File: src/rtl/operand_fetch_if.sv
// operand_fetch_if: issue-side (in_*) and execute-side (out_*) valid/ready bundle.
// master = issuer/consumer environment, slave = the operand_fetch stage.
interface operand_fetch_if #(
  parameter int DATA_WIDTH   = 32,
  parameter int ADDR_WIDTH   = 4,
  parameter int OPCODE_WIDTH = 8
);
  logic                    in_valid;
  logic                    in_ready;
  logic [OPCODE_WIDTH-1:0] in_opcode;
  logic [ADDR_WIDTH-1:0]   in_rs1;
  logic [ADDR_WIDTH-1:0]   in_rs2;
  logic [ADDR_WIDTH-1:0]   in_rd;
  logic                    in_rd_we;

  logic                    out_valid;
  logic                    out_ready;
  logic [OPCODE_WIDTH-1:0] out_opcode;
  logic [ADDR_WIDTH-1:0]   out_rd;
  logic                    out_rd_we;
  logic [DATA_WIDTH-1:0]   out_op1;
  logic [DATA_WIDTH-1:0]   out_op2;

  modport master (
    output in_valid, in_opcode, in_rs1, in_rs2, in_rd, in_rd_we,
    input  in_ready,
    input  out_valid, out_opcode, out_rd, out_rd_we, out_op1, out_op2,
    output out_ready
  );

  modport slave (
    input  in_valid, in_opcode, in_rs1, in_rs2, in_rd, in_rd_we,
    output in_ready,
    output out_valid, out_opcode, out_rd, out_rd_we, out_op1, out_op2,
    input  out_ready
  );
endinterface

File: src/rtl/operand_fetch.sv
// operand_fetch: reads rs1/rs2 from the 16x32 regfile, forwards writebacks,
// and buffers one instruction toward execute.
// Ports: clk, rst_n (async, active-low), bus (operand_fetch_if.slave),
// rf_read_addr1/2 -> regfile, rf_read_data1/2 <- regfile (registered read),
// wb_enable/wb_addr/wb_data snoop of the regfile write port.
// Optional: define OPERAND_FETCH_SCOREBOARD_EN for busy-bit RAW stalls.
module operand_fetch #(
  parameter int DATA_WIDTH   = 32,
  parameter int ADDR_WIDTH   = 4,
  parameter int OPCODE_WIDTH = 8
) (
  input  logic                  clk,
  input  logic                  rst_n,
  operand_fetch_if.slave        bus,
  output logic [ADDR_WIDTH-1:0] rf_read_addr1,
  output logic [ADDR_WIDTH-1:0] rf_read_addr2,
  input  logic [DATA_WIDTH-1:0] rf_read_data1,
  input  logic [DATA_WIDTH-1:0] rf_read_data2,
  input  logic                  wb_enable,
  input  logic [ADDR_WIDTH-1:0] wb_addr,
  input  logic [DATA_WIDTH-1:0] wb_data
);

  typedef enum logic [1:0] {
    EMPTY,
    FRESH,
    HELD
  } state_t;

  state_t state_q, state_d;

  logic                    valid_q;
  logic [OPCODE_WIDTH-1:0] opcode_q;
  logic [ADDR_WIDTH-1:0]   rd_q;
  logic                    rd_we_q;
  logic [ADDR_WIDTH-1:0]   rs1_q, rs2_q;
  logic                    byp1_q, byp2_q;
  logic [DATA_WIDTH-1:0]   bypd1_q, bypd2_q;
  logic [DATA_WIDTH-1:0]   hold1_q, hold2_q;
  logic [DATA_WIDTH-1:0]   cur1, cur2;

  logic accept, hs, sb_ok;
  logic in_hit1, in_hit2;
  logic wb_hit1, wb_hit2;

  assign rf_read_addr1 = bus.in_rs1;
  assign rf_read_addr2 = bus.in_rs2;

  // regfile returns pre-write data when read and written on one edge
  assign in_hit1 = wb_enable && (wb_addr == bus.in_rs1);
  assign in_hit2 = wb_enable && (wb_addr == bus.in_rs2);
  assign wb_hit1 = wb_enable && (wb_addr == rs1_q);
  assign wb_hit2 = wb_enable && (wb_addr == rs2_q);

`ifdef OPERAND_FETCH_SCOREBOARD_EN
  localparam int NREG = 2 ** ADDR_WIDTH;

  logic [NREG-1:0] busy_q, busy_d;
  logic            rs1_free, rs2_free, rd_free;

  // a writeback this cycle releases its register for the new instruction
  assign rs1_free = !busy_q[bus.in_rs1] ||
                    (wb_enable && (wb_addr == bus.in_rs1));
  assign rs2_free = !busy_q[bus.in_rs2] ||
                    (wb_enable && (wb_addr == bus.in_rs2));
  assign rd_free  = !busy_q[bus.in_rd] ||
                    (wb_enable && (wb_addr == bus.in_rd));
  assign sb_ok    = rs1_free && rs2_free &&
                    (!bus.in_rd_we || rd_free);

  always_comb begin
    busy_d = busy_q;
    if (wb_enable)
      busy_d[wb_addr] = 1'b0;
    if (accept && bus.in_rd_we)
      busy_d[bus.in_rd] = 1'b1;
  end

  always_ff @(posedge clk or negedge rst_n) begin
    if (!rst_n)
      busy_q <= '0;
    else
      busy_q <= busy_d;
  end
`else
  assign sb_ok = 1'b1;
`endif

  assign bus.in_ready = ((state_q == EMPTY) || bus.out_ready) && sb_ok;
  assign accept       = bus.in_valid && bus.in_ready;
  assign hs           = valid_q && bus.out_ready;

  always_comb begin
    state_d = state_q;
    cur1    = '0;
    cur2    = '0;
    unique case (state_q)
      EMPTY: begin
        if (accept)
          state_d = FRESH;
      end
      FRESH: begin
        cur1 = byp1_q ? bypd1_q : rf_read_data1;
        cur2 = byp2_q ? bypd2_q : rf_read_data2;
        if (hs)
          state_d = accept ? FRESH : EMPTY;
        else
          state_d = HELD;
      end
      HELD: begin
        cur1 = hold1_q;
        cur2 = hold2_q;
        if (hs)
          state_d = accept ? FRESH : EMPTY;
      end
      default: state_d = EMPTY;
    endcase
  end

  always_ff @(posedge clk or negedge rst_n) begin
    if (!rst_n) begin
      state_q <= EMPTY;
      valid_q <= 1'b0;
    end else begin
      state_q <= state_d;
      valid_q <= (state_d != EMPTY);
    end
  end

  always_ff @(posedge clk or negedge rst_n) begin
    if (!rst_n) begin
      opcode_q <= '0;
      rd_q     <= '0;
      rd_we_q  <= 1'b0;
      rs1_q    <= '0;
      rs2_q    <= '0;
      byp1_q   <= 1'b0;
      byp2_q   <= 1'b0;
      bypd1_q  <= '0;
      bypd2_q  <= '0;
      hold1_q  <= '0;
      hold2_q  <= '0;
    end else begin
      if (accept) begin
        opcode_q <= bus.in_opcode;
        rd_q     <= bus.in_rd;
        rd_we_q  <= bus.in_rd_we;
        rs1_q    <= bus.in_rs1;
        rs2_q    <= bus.in_rs2;
        byp1_q   <= in_hit1;
        byp2_q   <= in_hit2;
        bypd1_q  <= wb_data;
        bypd2_q  <= wb_data;
      end
      // entry stays: capture current operand, or a write that lands now
      if ((state_q != EMPTY) && !hs) begin
        hold1_q <= wb_hit1 ? wb_data : cur1;
        hold2_q <= wb_hit2 ? wb_data : cur2;
      end
    end
  end

  assign bus.out_valid  = valid_q;
  assign bus.out_opcode = opcode_q;
  assign bus.out_rd     = rd_q;
  assign bus.out_rd_we  = rd_we_q;
  assign bus.out_op1    = cur1;
  assign bus.out_op2    = cur2;

endmodule

File: src/flat_wrapper.sv
// flat-port wrapper written by rule: the top's interface ports become plain ports
module operand_fetch_flat 
#(
  parameter int DATA_WIDTH   = 32,
  parameter int ADDR_WIDTH   = 4,
  parameter int OPCODE_WIDTH = 8
)
  (clk, rst_n, rf_read_addr1, rf_read_addr2, rf_read_data1, rf_read_data2, wb_enable, wb_addr, wb_data, bus_in_valid, bus_in_opcode, bus_in_rs1, bus_in_rs2, bus_in_rd, bus_in_rd_we, bus_in_ready, bus_out_valid, bus_out_opcode, bus_out_rd, bus_out_rd_we, bus_out_op1, bus_out_op2, bus_out_ready);
  operand_fetch_if #(.DATA_WIDTH(DATA_WIDTH), .ADDR_WIDTH(ADDR_WIDTH), .OPCODE_WIDTH(OPCODE_WIDTH)) bus_i ();
  input  logic clk;
  input  logic rst_n;
  output logic [ADDR_WIDTH-1:0] rf_read_addr1;
  output logic [ADDR_WIDTH-1:0] rf_read_addr2;
  input  logic [DATA_WIDTH-1:0] rf_read_data1;
  input  logic [DATA_WIDTH-1:0] rf_read_data2;
  input  logic wb_enable;
  input  logic [ADDR_WIDTH-1:0] wb_addr;
  input  logic [DATA_WIDTH-1:0] wb_data;
  input wire logic [$bits(bus_i.in_valid)-1:0] bus_in_valid;
  input wire logic [$bits(bus_i.in_opcode)-1:0] bus_in_opcode;
  input wire logic [$bits(bus_i.in_rs1)-1:0] bus_in_rs1;
  input wire logic [$bits(bus_i.in_rs2)-1:0] bus_in_rs2;
  input wire logic [$bits(bus_i.in_rd)-1:0] bus_in_rd;
  input wire logic [$bits(bus_i.in_rd_we)-1:0] bus_in_rd_we;
  output wire logic [$bits(bus_i.in_ready)-1:0] bus_in_ready;
  output wire logic [$bits(bus_i.out_valid)-1:0] bus_out_valid;
  output wire logic [$bits(bus_i.out_opcode)-1:0] bus_out_opcode;
  output wire logic [$bits(bus_i.out_rd)-1:0] bus_out_rd;
  output wire logic [$bits(bus_i.out_rd_we)-1:0] bus_out_rd_we;
  output wire logic [$bits(bus_i.out_op1)-1:0] bus_out_op1;
  output wire logic [$bits(bus_i.out_op2)-1:0] bus_out_op2;
  input wire logic [$bits(bus_i.out_ready)-1:0] bus_out_ready;
  assign bus_i.in_valid = bus_in_valid;
  assign bus_i.in_opcode = bus_in_opcode;
  assign bus_i.in_rs1 = bus_in_rs1;
  assign bus_i.in_rs2 = bus_in_rs2;
  assign bus_i.in_rd = bus_in_rd;
  assign bus_i.in_rd_we = bus_in_rd_we;
  assign bus_in_ready = bus_i.in_ready;
  assign bus_out_valid = bus_i.out_valid;
  assign bus_out_opcode = bus_i.out_opcode;
  assign bus_out_rd = bus_i.out_rd;
  assign bus_out_rd_we = bus_i.out_rd_we;
  assign bus_out_op1 = bus_i.out_op1;
  assign bus_out_op2 = bus_i.out_op2;
  assign bus_i.out_ready = bus_out_ready;
  operand_fetch #(.DATA_WIDTH(DATA_WIDTH), .ADDR_WIDTH(ADDR_WIDTH), .OPCODE_WIDTH(OPCODE_WIDTH)) u_core (.clk(clk), .rst_n(rst_n), .bus(bus_i), .rf_read_addr1(rf_read_addr1), .rf_read_addr2(rf_read_addr2), .rf_read_data1(rf_read_data1), .rf_read_data2(rf_read_data2), .wb_enable(wb_enable), .wb_addr(wb_addr), .wb_data(wb_data));
endmodule
File: config.mk
export PLATFORM = sky130hd
export DESIGN_NAME = operand_fetch_flat
export DESIGN_NICKNAME = d
export VERILOG_FILES = /design/src/rtl/operand_fetch_if.sv /design/src/rtl/operand_fetch.sv /design/src/flat_wrapper.sv
export SDC_FILE = /design/constraint.sdc
export NUM_CORES = 1
export LEC_CHECK = 0
export CORE_MARGIN = 3
export CORE_UTILIZATION = 50
export CTS_BUF_LIST = sky130_fd_sc_hd__clkbuf_8
export DETAILED_ROUTE_END_ITERATION = 10
export PLACE_DENSITY = 0.84
export SETUP_SLACK_MARGIN = 0.02
export SYNTH_ARGS = -nofsm -noshare
export SYNTH_HDL_FRONTEND = slang
export SYNTH_SLANG_ARGS = --single-unit
File: constraint.sdc
create_clock -name clk -period 2.15 [get_ports clk]
set_input_delay 0.5375 -clock clk [delete_from_list [all_inputs] [get_ports clk]]
set_output_delay 0.5375 -clock clk [all_outputs]
set_load 0.02 [all_outputs]
==> results.sh, run 1 <==
export IMPL_worst_r2r_cell_count=8
export IMPL_status="finished, violations left"
export IMPL_vias_per_cell=6.29
export IMPL_dr_pass1_iters=5
export IMPL_dieArea_sq_mm=0.0162
export IMPL_synth_cells=720
export IMPL_path_cells="inv_2 > ha_4 > and2_4 > buf_12 > o2bb2ai_2 > buf_6"
export IMPL_synthFlopType="dfrtp_1"
export IMPL_r2r_start="u_core.state_q[1]$_DFF_PN0_"
export IMPL_seq_area_frac_synth=0.414
export IMPL_skew_ns=0.00961
export IMPL_coreArea_sq_mm=0.0141
export IMPL_path_class="reg2out"
export IMPL_fin_nets=1097
export IMPL_postLayoutCellArea_sq_mm=0.0113
export IMPL_yosys_area_top_type="dfrtp_1"
export IMPL_drc_errors=0
export IMPL_start_util=0.521
export IMPL_clkLatencyLatePin_ns=0.45
export IMPL_drive_gt1_frac=0.410
export IMPL_gp_congestion=0.878
export IMPL_worstSetupEndpointType="output port"
export IMPL_synth_avg_cell_area_sq_um=10.2
export IMPL_hp_class="in2async"
export IMPL_grt_overflow=0
export IMPL_synth_edf_count=0
export IMPL_cts_tree="done"
export IMPL_grt_max_degree=40
export IMPL_cpPeakStageDelay_ns=0.38
export IMPL_drv_slew=0
export IMPL_ys_warn_count=0
export IMPL_synth_nets=850
export IMPL_first_global_vias=7668
export IMPL_totalPowerFinal_mw=13.1
export IMPL_setup_ws_ns=-0.287
export IMPL_num_rows=43
export IMPL_worst_pin_slew_ns=0.618
export IMPL_numCtsBuffers=17
export IMPL_cts_buffer_depth=2
export IMPL_numClockSinks=122
export IMPL_peakVddDrop_mv=0.679
export IMPL_worstPathMaxFanout=14
export IMPL_area_growth_synth_to_final_pct=53.1
export IMPL_hold_violations=0
export IMPL_n_antenna_cell=0
export IMPL_vias=7294
export IMPL_leakagePower_nw=4.90
export IMPL_fmax_mhz=410
export IMPL_ant_nets=0
export IMPL_cpLargestDelayFamily="buffers and inverters"
export IMPL_synthDistinctLibCells=33
export IMPL_placed_cell_area_sq_mm=0.0102
export IMPL_powerDensity_mw_per_mm2=1160
export IMPL_r2r_end="u_core.bus.out_valid$_DFF_PN0_"
export IMPL_cp_start_kind="flip-flop"
export IMPL_path_buf_inv=3
export IMPL_period_share=1.13
export IMPL_hpwl_um=17100
export IMPL_cts_root_buf="clkbuf_8"
export IMPL_synthTopCellsByArea="dfrtp_1, mux2_2, nand2_1"
export IMPL_ys_top_cells_by_count="nand2_1, dfrtp_1, mux2_2, clkbuf_1, a21o_1"
export IMPL_hold_buffers=0
export IMPL_grt_pass1_wl_um=39700
export IMPL_numPortBuffers=212
export IMPL_ios=213
export IMPL_ys_ff_latch=122
export IMPL_first_iter_violations=656
export IMPL_die_w_um=127
export IMPL_synthArstFlopShare=1.00
export IMPL_slew_headroom=0.588
export IMPL_die_y_um=127
export IMPL_yosysTopAreaCellShare=0.414
export IMPL_cp_slowest_cell="dfrtp_1"
export IMPL_r2r_slack_ns=0.23
export IMPL_syn_area_sq_mm=0.00737
export IMPL_critPathRequiredTime_ns=1.61
export IMPL_htreeDepth=4
export IMPL_post_route_min_period_ns=2.44
export IMPL_groute_usage_overall=0.310
export IMPL_cp_data_arrival_time_ns=1.90
export IMPL_clk_pin_slew_ns=0.07
export IMPL_fill_cells=848
export IMPL_wl_um=26500
export IMPL_cap_viol_max_count=0
export IMPL_cp_depth=6
export IMPL_antenna_found_initial=0
export IMPL_wl_per_cell_um=22.9
export IMPL_setup_violations=64
export IMPL_violations="setup timing"
export IMPL_rsz0062_at_grt="yes"
export IMPL_synth_most_common_cell="nand2_1"
## through the flow
| stage | instances | util | hold WS, ns | setup WS (ns) | setup TNS, ns |
|---|---|---|---|---|---|
| 6_report | 1160 | 0.798 | 0.0905 | -0.287 | -14.51 |
| 5_1_grt | 1160 | 0.798 | 0.0899 | -0.341 | -17.96 |
| 4_1_cts | 1153 | 0.769 | 0.0809 | -0.297 | -13.84 |
| 3_5_place_dp | 1118 | 0.723 | 0.478 | -0.518 | -32.75 |
| 3_3_place_gp | 1118 | 0.723 | 0.469 | -0.501 | -29.29 |
| 2_1_floorplan | 720 | - | 0.242 | 0.0964 | 0 |
## sequential cells by signal, summed over array words and instances, names as in the netlist
name / flops
u_core.hold1_q: 32
u_core.byp1_q: 1
u_core.rs2_q: 4
u_core.hold2_q: 32
u_core.bus.out_rd: 4
u_core.rs1_q: 4
u_core.bus.out_rd_we: 1
u_core.bus.out_valid: 1
u_core.byp2_q: 1
u_core.state_q: 2
u_core.bus.out_opcode: 8
u_core.bypd1_q: 32
## power by group
| part | switching (mW) | internal [mW] | total, mW |
|---|---|---|---|
| Clock | 0.995 | 0.872 | 1.87 |
| Combinational | 3.92 | 3.42 | 7.33 |
| Sequential | 0.728 | 3.16 | 3.88 |
| Total | 5.64 | 7.44 | 13.1 |
## worst max path at each step
stage                 endpoint                        start
2_1_floorplan  bus_out_op2[10]  u_core.state_q[1]$_DFF_PN0_
3_3_place_gp    bus_out_op1[0]             rf_read_data1[0]
3_5_place_dp   bus_out_op1[28]            rf_read_data1[28]
4_1_cts         bus_out_op2[9]  u_core.state_q[1]$_DFF_PN0_
5_1_grt         bus_out_op2[9]  u_core.state_q[0]$_DFF_PN0_
6_report       bus_out_op2[21]  u_core.state_q[1]$_DFF_PN0_
## timing repair
| item | 4_1_cts | 5_1_grt |
|---|---|---|
| gates resized for setup | 420 | 60 |
| setup endpoints to repair | 74 | 65 |
| cloned | 0 | 3 |
| setup buffers | 3 | 4 |
## worst register-to-register path: stages (launching register included)
cell	delay, ns
dfrtp_1	0.40
buf_4	0.17
ha_4	0.19
clkbuf_16	0.19
buf_4	0.14
a31o_2	0.21
a21oi_1	0.13
nor3_1	0.07
or2_2	0.29
## final cells by class
type | instances | area [sq um] | share of cell area
inverters | 2 | 7.51 | 0.000665
clock buffers | 20 | 275 | 0.0244
well taps | 180 | 225 | 0.0200
flip-flops and latches | 122 | 3060 | 0.271
clock inverters | 12 | 75.1 | 0.00665
repair buffers | 305 | 3120 | 0.276
multi-input cells | 519 | 4530 | 0.401
## per-layer routing
metal	global-route usage	share of wire	vias up
met4	0.147	0.039	0
met1	0.365	0.37	3611
met3	0.0681	0.084	105
met2	0.537	0.50	463
met5	0	0	-
li1	-	-	3115
## kinds of logic (layout without fill, tap and decap cells)
group,count (synthesis),count (layout),share of synthesized area
XOR/XNOR,16,16,0.0190
adder cells (fa/ha/maj),4,4,0.00679
buffers and inverters,79,339,0.0543
multiplexers,117,117,0.173
AND/OR/NAND/NOR,211,211,0.134
flip-flops,122,122,0.414
AO/OA/AOI/OAI,171,171,0.198
## cells in the final DEF (no fill, tap or decap), types with 5 or more instances in the layout
| cell type | Yosys | routed |
|---|---|---|
| clkdlybuf4s50_1 | 0 | 137 |
| nand2_1 | 133 | 131 |
| dfrtp_1 | 122 | 120 |
| buf_4 | 11 | 91 |
| mux2_2 | 85 | 82 |
| buf_6 | 5 | 36 |
| a21o_1 | 34 | 33 |
| mux2i_1 | 32 | 32 |
| nand4_1 | 32 | 32 |
| o31ai_1 | 32 | 32 |
| o211ai_2 | 30 | 30 |
| a22oi_2 | 0 | 25 |
| buf_12 | 0 | 24 |
| nor2b_2 | 0 | 20 |
| o2bb2ai_2 | 0 | 20 |
| clkbuf_8 | 0 | 20 |
| o2bb2ai_4 | 0 | 12 |
| nor2b_1 | 32 | 11 |
| xor2_1 | 9 | 9 |
| dlygate4sd2_1 | 0 | 9 |
| a22oi_1 | 32 | 7 |
| xnor2_1 | 7 | 7 |
| clkinv_2 | 0 | 6 |
| clkinvlp_4 | 0 | 6 |
| buf_2 | 20 | 5 |
Note: power is estimated with default switching activity, not from simulation.
==> inputs of run 2 (changes only) <==
- CAP_MARGIN: unset -> 30
- PLACE_DENSITY: 0.84 -> 0.88
==> run 2 against run 1 <==
Effect of this change: the flow still finishes with violations (setup timing); die area unchanged; worst setup slack lost 0.047 ns; register-to-register slack worse by 0.11 ns; maximum frequency decreased by 1.9%; sequential share of layout area is 0.75 points lower; cell count up 2.8%; clock power is 18% higher.
==> results.sh, run 2 (same netlist as run 1, synthesis figures left out) <==
export IMPL_slew_headroom=0.697
export IMPL_gp_congestion=0.856
export IMPL_fmax_mhz=403
export IMPL_drv_slew=0
export IMPL_r2r_slack_ns=0.12
export IMPL_mostFrequentLayoutCell="clkdlybuf4s50_1"
export IMPL_start_util=0.521
export IMPL_cts_tree="done"
export IMPL_fin_nets=1129
export IMPL_post_route_min_period_ns=2.48
export IMPL_fill_cells=742
export IMPL_wl_um=28300
export IMPL_postLayoutCellArea_sq_mm=0.0116
export IMPL_hpwl_um=16500
export IMPL_critPathRequiredTime_ns=1.61
export IMPL_grt_pass1_wl_um=41500
export IMPL_antenna_found_initial=0
export IMPL_wl_per_cell_um=23.7
export IMPL_top_regs="u_core.bypd1_q (32), u_core.hold1_q (32), u_core.hold2_q (32)"
export IMPL_cp_data_arrival_time_ns=1.95
export IMPL_status="finished, violations left"
export IMPL_leakagePower_nw=5.19
export IMPL_die_w_um=127
export IMPL_cts_root_buf="clkbuf_8"
export IMPL_worst_pin_slew_ns=0.454
export IMPL_grt_overflow=0
export IMPL_dr_pass1_iters=5
export IMPL_powerDensity_mw_per_mm2=1160
export IMPL_drc_errors=0
export IMPL_place_inst=1119
export IMPL_die_y_um=127
export IMPL_area_growth_synth_to_final_pct=57.5
export IMPL_hold_violations=0
export IMPL_fin_cells=1192
export IMPL_cp_start_kind="flip-flop"
export IMPL_vias=7583
export IMPL_cap_viol_max_count=0
export IMPL_ios=213
export IMPL_first_iter_violations=764
export IMPL_clk_pin_slew_ns=0.07
export IMPL_coreArea_sq_mm=0.0141
export IMPL_pre_cts_slack_ns=-0.507
export IMPL_rsz0062_at_grt="yes"
export IMPL_violations="setup timing"
export IMPL_cts_buffer_depth=2
export IMPL_hold_buffers=0
export IMPL_r2r_start="u_core.byp1_q$_DFFE_PN0P_"
export IMPL_period_share=1.16
export IMPL_worstPathMaxFanout=6
export IMPL_htreeDepth=4
export IMPL_vias_per_cell=6.36
export IMPL_skew_ns=0.0100
export IMPL_peakVddDrop_mv=0.647
export IMPL_numClockSinks=122
export IMPL_first_global_vias=7804
export IMPL_worst_r2r_cell_count=10
export IMPL_grt_max_degree=53
export IMPL_layout_common_cells="clkdlybuf4s50_1, nand2_1, buf_4, dfrtp_1, mux2_2"
export IMPL_n_antenna_cell=0
export IMPL_setup_violations=64
export IMPL_worstSetupEndpointType="output port"
export IMPL_num_rows=43
export IMPL_groute_usage_overall=0.327
export IMPL_dieArea_sq_mm=0.0162
export IMPL_hp_class="in2async"
export IMPL_numCtsBuffers=17
export IMPL_r2r_end="u_core.hold1_q[3]$_DFFE_PN0P_"
export IMPL_drive_gt1_frac=0.435
export IMPL_numPortBuffers=212
export IMPL_path_class="reg2out"
export IMPL_placed_cell_area_sq_mm=0.0102
export IMPL_setup_ws_ns=-0.334
export IMPL_clkLatencyLatePin_ns=0.46
export IMPL_ant_nets=0
[run 2: cell count changes in the layout (fill, tap and decap cells not counted), sizes merged]
cell / before / now
buf: 156 / 189
clkinvlp: 6 / 1
inv: 2 / 6
bufinv: 0 / 3
clkinv: 6 / 3
[run 2: cell type report]
cell class,count,area (sq um),share of cell area
multi-input cells,519,4550,0.392
repair buffers,337,3350,0.289
flip-flops and latches,122,3060,0.263
clock buffers,21,289,0.0249
well taps,180,225,0.0194
clock inverters,11,128,0.0110
inverters,2,7.51,0.000647
[run 2: per-stage QoR]
| stage | setup TNS [ns] | util | hold slack, ns | power (mW) |
|---|---|---|---|---|
| floorplan | 0 | - | 0.242 | 7.09 |
| global placement | -30.01 | 0.718 | 0.468 | 9.76 |
| detailed placement | -33.68 | 0.718 | 0.477 | 9.91 |
| CTS | -17.01 | 0.789 | 0.0681 | 12.7 |
| global route | -20.50 | 0.820 | 0.0762 | 14.0 |
| finish | -16.78 | 0.820 | 0.0749 | 13.5 |
[run 2: critical path: stages, from the launching register on]
cell and delay (ns):
dfrtp_2 0.46, buf_6 0.15, clkbuf_16 0.17, mux2_4 0.30, a22oi_2 0.14, nor2b_1 0.10
buf_4 0.17
[run 2: what timing repair did]
item,4_1_cts,5_1_grt
endpoints found under the setup margin,74,65
pin swaps,4,13
setup buffers,25,17
gates resized for setup,436,84
cloned,3,2
[run 2: per-layer routing]
layer	up-vias	wire length (um)	track usage
met5	-	0	0
met4	0	1130	0.167
met3	113	2560	0.0748
met2	540	14100	0.543
met1	3750	10500	0.398
li1	3180	-	-
[run 2: worst max-delay path by stage]
stage / startpoint / to / slack [ns]
2_1_floorplan: u_core.state_q[1]$_DFF_PN0_ / bus_out_op2[10] / 0.1
3_3_place_gp: u_core.state_q[0]$_DFF_PN0_ / bus_out_op2[25] / -0.47
3_5_place_dp: u_core.state_q[0]$_DFF_PN0_ / bus_out_op2[14] / -0.51
4_1_cts: u_core.state_q[0]$_DFF_PN0_ / bus_out_op2[14] / -0.30
5_1_grt: u_core.state_q[0]$_DFF_PN0_ / bus_out_op2[26] / -0.37
6_report: u_core.byp1_q$_DFFE_PN0P_ / bus_out_op1[27] / -0.33
[run 2: report_power, final]
part           total [mW]  internal, mW  switching (mW)  leakage, nW
registers            3.89          3.16           0.730         1.56
clock network        2.20          1.25           0.957        0.227
logic                7.39          3.41            3.99         3.40
==> inputs of run 3 (changes only) <==
- CORE_MARGIN: 3 -> 1
- CORE_UTILIZATION: 50 -> 45
- PLACE_DENSITY: 0.88 -> 0.83
- clock period: 2.15 -> 2 ns (I/O delays scaled with it)
==> run 3 against run 2 <==
Effect of this change: largest power group unchanged; cell count rose by 1.8%; count of clock-buffer cells in the layout rose by 1; via count fell by 5.5%; power rose by 8.5%; register-to-register slack got worse by 0.02 ns; sequential share of layout area fell by 0.44 points; critical path type unchanged; sequential power rose by 7.5%; worst hold slack improved by 0.43 ns; routed wire length fell by 6.1%; cell area rose by 1.7%; the flow still finishes with violations (setup timing).
==> results.sh, run 3 (same netlist as run 1, synthesis figures left out) <==
export IMPL_status="finished, violations left"
export IMPL_violations="setup timing"
export IMPL_internal_power_mw=8.61
export IMPL_hp_class="reg2reg"
export IMPL_layout_common_cells="clkdlybuf4s50_1, nand2_1, dfrtp_1, buf_4, buf_6"
export IMPL_critPathRequiredTime_ns=1.50
export IMPL_rsz0062_at_grt="yes"
export IMPL_grt_overflow=0
export IMPL_r2r_end="u_core.bypd1_q[13]$_DFFE_PN0P_"
export IMPL_vias_per_cell=5.91
export IMPL_cp_data_arrival_time_ns=1.93
export IMPL_whs_endpoint="u_core.bus.out_rd_we$_DFFE_PN0P_"
export IMPL_period_share=1.21
export IMPL_ant_nets=0
export IMPL_dr_pass1_iters=6
export IMPL_path_cells="buf_6 > buf_12 > mux2_4 > a22oi_2 > nor2b_2 > buf_6"
export IMPL_switching_share=0.411
export IMPL_fin_cells=1213
export IMPL_worstSetupEndpointType="output port"
export IMPL_cap_viol_max_count=0
export IMPL_vias=7164
export IMPL_first_iter_violations=639
export IMPL_numClockSinks=122
export IMPL_fmax_mhz=412
export IMPL_mostFrequentLayoutCell="clkdlybuf4s50_1"
export IMPL_setup_violations=64
export IMPL_power_frac_comb=0.551
export IMPL_numCtsBuffers=17
export IMPL_die_y_um=130
export IMPL_groute_usage_overall=0.311
export IMPL_wl_um=26600
export IMPL_leakagePower_nw=5.16
export IMPL_setup_ws_ns=-0.427
export IMPL_hold_violations=0
export IMPL_cp_slowest_cell="dfrtp_2"
export IMPL_coreArea_sq_mm=0.0159
export IMPL_p_clk_frac=0.164
export IMPL_die_w_um=130
export IMPL_worstHoldPathCells=1
export IMPL_htreeDepth=4
export IMPL_drive_gt1_frac=0.437
export IMPL_worst_pin_slew_ns=0.413
export IMPL_fin_nets=1115
export IMPL_area_growth_synth_to_final_pct=60.2
export IMPL_grt_max_degree=38
export IMPL_place_inst=1155
export IMPL_hold_start="u_core.bus.out_rd_we$_DFFE_PN0P_"
export IMPL_top_regs="u_core.bypd1_q (32), u_core.hold1_q (32), u_core.hold2_q (32)"
export IMPL_antenna_found_initial=0
export IMPL_clkLatencyLatePin_ns=0.45
export IMPL_worstPathMaxFanout=7
export IMPL_clk_pin_slew_ns=0.07
export IMPL_powerDensity_mw_per_mm2=1240
export IMPL_start_util=0.462
export IMPL_r2r_start="u_core.state_q[0]$_DFF_PN0_"
export IMPL_path_class="reg2out"
export IMPL_grt_pass1_wl_um=39600
export IMPL_numPortBuffers=212
export IMPL_drv_slew=0
export IMPL_crit_top_cell="buf_6"
export IMPL_fill_cells=1075
export IMPL_worst_r2r_cell_count=7
export IMPL_ios=213
export IMPL_dieArea_sq_mm=0.0169
export IMPL_hpwl_um=16600
export IMPL_post_route_min_period_ns=2.43
export IMPL_cts_tree="done"
export IMPL_whs_ns=0.506
export IMPL_r2r_slack_ns=0.10
export IMPL_pwr_share_seq=0.285
export IMPL_cp_start_kind="flip-flop"
export IMPL_peakVddDrop_mv=0.806
export IMPL_power_switching_mw=6.02
export IMPL_slew_headroom=0.717
export IMPL_gp_congestion=0.825
export IMPL_wl_per_cell_um=21.9
export IMPL_n_antenna_cell=0
export IMPL_cts_root_buf="clkbuf_8"
export IMPL_pre_cts_slack_ns=-0.496
export IMPL_cpPeakStageDelay_ns=0.45
export IMPL_num_rows=46
export IMPL_drc_errors=0
export IMPL_cts_buffer_depth=2
export IMPL_skew_ns=0.00674
export IMPL_first_global_vias=7302
-- run 3: metal layers --
metal | track usage | part of all wire | wire length (um)
met1 | 0.388 | 0.39 | 10400
met2 | 0.533 | 0.51 | 13400
met3 | 0.0615 | 0.075 | 1990
met4 | 0.115 | 0.028 | 751
met5 | 0 | 0 | 0
-- run 3: layout make-up --
cell class | count | area, sq um | area share
Tap cell | 216 | 270 | 0.0229
Clock buffer | 22 | 303 | 0.0256
Inverter | 2 | 7.51 | 0.000636
Sequential cell | 122 | 3060 | 0.259
Multi-Input combinational cell | 519 | 4640 | 0.393
Clock inverter | 9 | 120 | 0.0102
Timing Repair Buffer | 323 | 3410 | 0.289
-- run 3: power groups by stage --
stage	clock, mW	combinational [mW]	sequential [mW]
floorplan	0	3.78	3.95
global placement	0	6.73	3.94
detailed placement	0	6.84	4.00
CTS	2.42	7.54	4.07
global route	2.54	8.53	4.25
finish	2.40	8.05	4.18
-- run 3: timing repair --
item	CTS	global route
endpoints found under the setup margin	86	65
setup buffers	6	15
resized for setup	460	66
hold endpoints to repair	22	0
pin swaps	2	15
cloned	3	3
hold buffers	1	0
-- run 3: stage by stage --
stage               total power [mW]  cell area, sq um   util  TNS [ns]
floorplan                       7.73              7450      -    -0.482
global placement                10.7             10300  0.648    -46.43
detailed placement              10.8             10300  0.648    -49.48
CTS                             14.0             11300  0.710    -22.39
global route                    15.3             11800  0.741    -27.85
finish                          14.6             11800  0.741    -23.40
-- run 3: worst max-delay path by stage --
stage,start,endpoint,slack [ns],depth (start not counted)
after floorplan,u_core.state_q[1]$_DFF_PN0_,bus_out_op2[10],-0.02,6
after global placement,rf_read_data1[15],bus_out_op1[15],-0.48,5
after detailed placement,rf_read_data1[2],bus_out_op1[2],-0.50,5
after CTS,u_core.state_q[0]$_DFF_PN0_,bus_out_op2[18],-0.39,6
after global routing,u_core.byp1_q$_DFFE_PN0P_,bus_out_op1[26],-0.49,6
final,u_core.byp1_q$_DFFE_PN0P_,bus_out_op1[26],-0.43,6
-- run 3: worst max-delay path, delay by kind of cell, from the launching register on --
kind / cells / cell delay, ns
buf+inv: 3 / 0.44
compound gates: 1 / 0.19
simple gates: 1 / 0.09
flops: 1 / 0.45
mux: 1 / 0.30
